## src/rtl/gf180mcu_fd_sc_mcu7t5v0__arb4_rr.sv

```systemverilog
// Four-requester round-robin arbiter with registered one-hot grants.
// Optional hold-limit preemption: GF180MCU_FD_SC_MCU7T5V0__ARB4_TIMEOUT_EN.
module gf180mcu_fd_sc_mcu7t5v0__arb4_rr #(
  parameter int MAX_HOLD = 15,
  parameter int CNT_W    = 4
) (
  input  logic       CLK,
  input  logic       RST,
  input  logic [3:0] REQ,
  output logic [3:0] GNT,
  output logic [1:0] GNT_ID,
  output logic       VALID,
  output logic       ANY_REQ,
  output logic       TIMEOUT
);

  typedef enum logic {
    IDLE,
    OWNED
  } state_t;

  state_t     state;
  logic [1:0] ptr;
  logic [3:0] eff;
  logic [1:0] nxt_ptr;
  logic [2:0] sel_idle;
  logic [2:0] sel_rot;

  if (MAX_HOLD < 1 || MAX_HOLD > (1 << CNT_W) - 1) begin : g_bad_hold
    $error("MAX_HOLD does not fit the hold counter");
  end

  // First set bit of r searching p, p+1, p+2, p+3 (mod 4); {found, idx}.
  function automatic logic [2:0] pick(input logic [3:0] r,
                                      input logic [1:0] p);
    logic [2:0] res;
    logic [1:0] idx;
    res = 3'b000;
    for (int i = 3; i >= 0; i--) begin
      idx = p + 2'(i);
      if (r[idx]) res = {1'b1, idx};
    end
    return res;
  endfunction

`ifdef GF180MCU_FD_SC_MCU7T5V0__ARB4_TIMEOUT_EN
  localparam logic [CNT_W-1:0] HOLD_MAX = CNT_W'(MAX_HOLD);

  logic [CNT_W-1:0] cnt;
  logic [3:0]       mask;

  // Preempted owners stay ineligible until their request is seen low.
  assign eff = REQ & ~mask;
`else
  assign eff     = REQ;
  assign TIMEOUT = 1'b0;
`endif

  assign ANY_REQ  = |REQ;
  assign nxt_ptr  = GNT_ID + 2'd1;
  assign sel_idle = pick(eff, ptr);
  assign sel_rot  = pick(eff & ~GNT, nxt_ptr);

  // Ownership FSM: grant from idle, hold, rotate on release or preemption.
  always_ff @(posedge CLK or posedge RST) begin
    if (RST) begin
      state  <= IDLE;
      ptr    <= 2'd0;
      GNT    <= 4'b0000;
      GNT_ID <= 2'd0;
      VALID  <= 1'b0;
`ifdef GF180MCU_FD_SC_MCU7T5V0__ARB4_TIMEOUT_EN
      TIMEOUT <= 1'b0;
      cnt     <= '0;
      mask    <= 4'b0000;
`endif
    end else begin
`ifdef GF180MCU_FD_SC_MCU7T5V0__ARB4_TIMEOUT_EN
      TIMEOUT <= 1'b0;
      mask    <= mask & REQ;
`endif
      unique case (state)
        IDLE: begin
          if (sel_idle[2]) begin
            state  <= OWNED;
            GNT    <= 4'b0001 << sel_idle[1:0];
            GNT_ID <= sel_idle[1:0];
            VALID  <= 1'b1;
`ifdef GF180MCU_FD_SC_MCU7T5V0__ARB4_TIMEOUT_EN
            cnt    <= '0;
`endif
          end
        end
        OWNED: begin
          if (!REQ[GNT_ID]) begin
            ptr <= nxt_ptr;
            if (sel_rot[2]) begin
              GNT    <= 4'b0001 << sel_rot[1:0];
              GNT_ID <= sel_rot[1:0];
`ifdef GF180MCU_FD_SC_MCU7T5V0__ARB4_TIMEOUT_EN
              cnt    <= '0;
`endif
            end else begin
              state  <= IDLE;
              GNT    <= 4'b0000;
              GNT_ID <= 2'd0;
              VALID  <= 1'b0;
            end
          end
`ifdef GF180MCU_FD_SC_MCU7T5V0__ARB4_TIMEOUT_EN
          else if (cnt == HOLD_MAX && sel_rot[2]) begin
            ptr     <= nxt_ptr;
            GNT     <= 4'b0001 << sel_rot[1:0];
            GNT_ID  <= sel_rot[1:0];
            TIMEOUT <= 1'b1;
            mask    <= (mask & REQ) | GNT;
            cnt     <= '0;
          end else if (cnt != HOLD_MAX) begin
            cnt <= cnt + 1'b1;
          end
`endif
        end
        default: state <= IDLE;
      endcase
    end
  end

endmodule

```

## config.mk

```make
export PLATFORM = sky130hd
export DESIGN_NAME = gf180mcu_fd_sc_mcu7t5v0__arb4_rr
export DESIGN_NICKNAME = d
export VERILOG_FILES = /design/src/rtl/gf180mcu_fd_sc_mcu7t5v0__arb4_rr.sv
export SDC_FILE = /design/constraint.sdc
export NUM_CORES = 1
export LEC_CHECK = 0
export CAP_MARGIN = 20
export CORE_ASPECT_RATIO = 1.1
export CORE_MARGIN = 3
export CORE_UTILIZATION = 48
export CTS_CLUSTER_DIAMETER = 60
export DETAILED_ROUTE_END_ITERATION = 8
export DONT_BUFFER_PORTS = 1
export HOLD_SLACK_MARGIN = 0.15
export PLACE_DENSITY = 0.63
export SLEW_MARGIN = 20
export SYNTH_ARGS = -nofsm -noshare
export SYNTH_HDL_FRONTEND = slang
export SYNTH_SLANG_ARGS = --single-unit
```

## constraint.sdc

```tcl
create_clock -name CLK -period 1.98 [get_ports CLK]
set_input_delay 0.198 -clock CLK [delete_from_list [all_inputs] [get_ports CLK]]
set_output_delay 0.198 -clock CLK [all_outputs]
set_load 0.01 [all_outputs]
```

==> summary.txt, run 1 <==
Tcrit/Tclk final: 0.909
Vias/cell: 6.31
Cell area after synthesis: 797 sq um
Iter 0 DRT Violations: 22
Placement Setup Slack: 0.236 ns
I/O pin total: 15
Syn nets: 96
Tmin final: 1.80 ns
Synth area leader: dfrtp_1
Main synth FF type: dfrtp_1
IO buf count: 0
Kind of critical path: register to register
First-pass GRT wire length: 2840 um
Crit. End Element: register
CTS buffer count: 3
Max Freq: 0.555 GHz
Detailed-route via count: 656
Area Overhead vs Synth: -0.942%
Final setup violation count: 0
Util after Layout: 0.543
Core Rows: 14
Clock Sinks: 10
P_leak: 0.000333 uW
Post-route DRC: 0
Syn Inst Count: 90
Overall routing resource usage: 0.173
Peak VDD IR: 1010 uV
CP required: 2.18 ns
Total grt overflow: 0
Startpoint type of the worst setup path: register
Antenna Violating Nets Remaining: 0
Clock transition at path regs: 0.06 ns
H-tree depth: 1
Layout cells sized above 1: 0.148
Die span in x: 44.9 um
Nets: 96
Status: finished clean
Post-synthesis register bit count: 10
Skew-Pair Late Insertion Delay: 0.27 ns
Critical path peak fanout: 8
Worst Path Arrival: 2.00 ns
Setup_tns: 0 ns
Core ar.: 0.00145 sq mm
Unrepaired setup endpoints after global routing: no
Syn Area/Cell: 8.86 sq um
Netlist cell types: 38
P per Cell Area: 1810 mW/mm^2
Max-cap viol count: 0
Clk_skew: 0.000977 ns
Worst Tran Pin Value: 0.613 ns
ANT cells: 0
Top cells by area, synth: dfrtp_1 31%, a21oi_1 5.7%, nand2b_1 5.5%
Clock Path Buffers: 2
Register area share after synthesis: 0.314
Post-DP HPWL: 1280 um
Final worst setup slack: 0.180 ns
Root buf cell: clkbuf_4
Gpl congestion: 0.827
Placed Instances: 100
EDFF count, synth: 0
Final hold violation count: 0
Initial DRT Pass Iterations: 4
Finished Layout Cells: 104
Cell with the most instances after synthesis: dfrtp_1
Max Transition Viols Final: 0
Post-synth top area share: 0.314
Worst min-delay path class: input port to register
Die Y: 48.7 um
Post-CTS setup buffers: 0
Initial antenna violation count: 0
Synth cell count leaders: 10 x dfrtp_1, 9 x a21oi_1, 7 x nand2b_1, 7 x nor2_1, 5 x o21ai_0
Ys Warns: 0
Largest net degree at the start of global routing: 12
Fin Hold WS: 0.220 ns
Slew margin rel.: 0.591
Starting density of the core: 0.548
Vias in the first global route: 629
WL final: 1720 um
Synth async-reset ratio: 1.00
Mean routed wirelength per cell: 16.5 um
CTS tree: done
Die area: 0.00219 sq mm
[metal layers]
metal,part of all wire,up-vias,global-route usage
met5,0,-,0
met4,0.0099,0,0.0732
met3,0.084,3,0.0519
met2,0.44,30,0.234
met1,0.46,301,0.251
li1,-,322,-
[flip-flops by register name, summed over array words and instances, names as in the netlist]
register / cells
GNT: 4
GNT_ID: 2
VALID: 1
ptr: 2
state: 1
[logic make-up after synthesis]
group                     count (synthesis)  synth area share
and+or+nand+nor                          35             0.261
AOI/OAI and AO/OA                        30             0.257
DFF                                      10             0.314
buffers and inverters                    10            0.0989
muxes                                     3            0.0534
xor gates and xnor gates                  1            0.0110
other                                     1           0.00471
[layout by cell type, fill, tap and decap left out, drive strengths merged, types with 3 or more instances in the layout]
cell type	netlist	routed
or3	3	3
nor2	7	7
dfrtp	10	10
nor2b	3	3
nand2	5	5
a21oi	9	9
a31oi	3	3
o21ai	6	6
nand2b	9	9
clkbuf	0	3
inv	3	3
a2bb2oi	3	3
[worst max-delay path: stages, from the launching register on]
cell,delay [ns]
dfrtp_1,0.46
nand2b_1,0.31
a221oi_1,0.62
nand3_1,0.16
a31oi_1,0.18
[power breakdown]
| group | internal (uW) | total [uW] | leakage (uW) | switching, uW |
|---|---|---|---|---|
| sequential | 316 | 489 | 0.000115 | 173 |
| combinational | 370 | 796 | 0.000204 | 427 |
| clock | 70.5 | 143 | 0.0000138 | 72.2 |
[final cells by class]
| cell class | instances | area (sq um) |
|---|---|---|
| clock buffer | 3 | 22.5 |
| multi-input combinational | 70 | 468 |
| fill | 140 | 664 |
| timing repair buffer | 2 | 17.5 |
| sequential | 10 | 250 |
| inverter | 3 | 11.3 |
| tap | 16 | 20.0 |
[repair_timing]
action,CTS,global route
resized for setup,0,0
hold endpoints to repair,10,0
hold buffers,1,0
[stage by stage]
stage	instance area [sq um]	total power, uW
final	790	1430
after CTS	790	1430
after detailed placement	757	1280
after global routing	790	1560
after global placement	757	1270
after floorplan	797	1250
[worst paths after layout]
check,start,to,slack [ns],depth (start not counted)
worst max-delay path,GNT[2],GNT[3],0.18,4
worst min-delay path,REQ[2],state,0.22,2
worst max register to register,GNT[2],GNT[3],0.18,4
worst min register to register,ptr[0],ptr[0],0.57,2
max in group asynchronous,RST,GNT_ID[1],1.36,2
min in group asynchronous,RST,GNT_ID[0],0.35,2
No activity file was read; power rests on OpenSTA's default activity.
==> run 2: changes to the inputs <==
Clock period 1.98 ns to 2 ns, I/O delays scaled along.
==> results of run 2 <==
Same layout as run 1 (identical final DEF). Status: finished clean.
Main changes from that run: setup slack after placement 0.236 ns -> 0.256 ns; setup slack after layout 0.180 ns -> 0.200 ns; hold slack 0.220 ns -> 0.222 ns; register-to-register setup slack 0.18 ns -> 0.20 ns; total power 1430 uW -> 1410 uW; worst IR drop on VDD 1010 uV -> 1000 uV
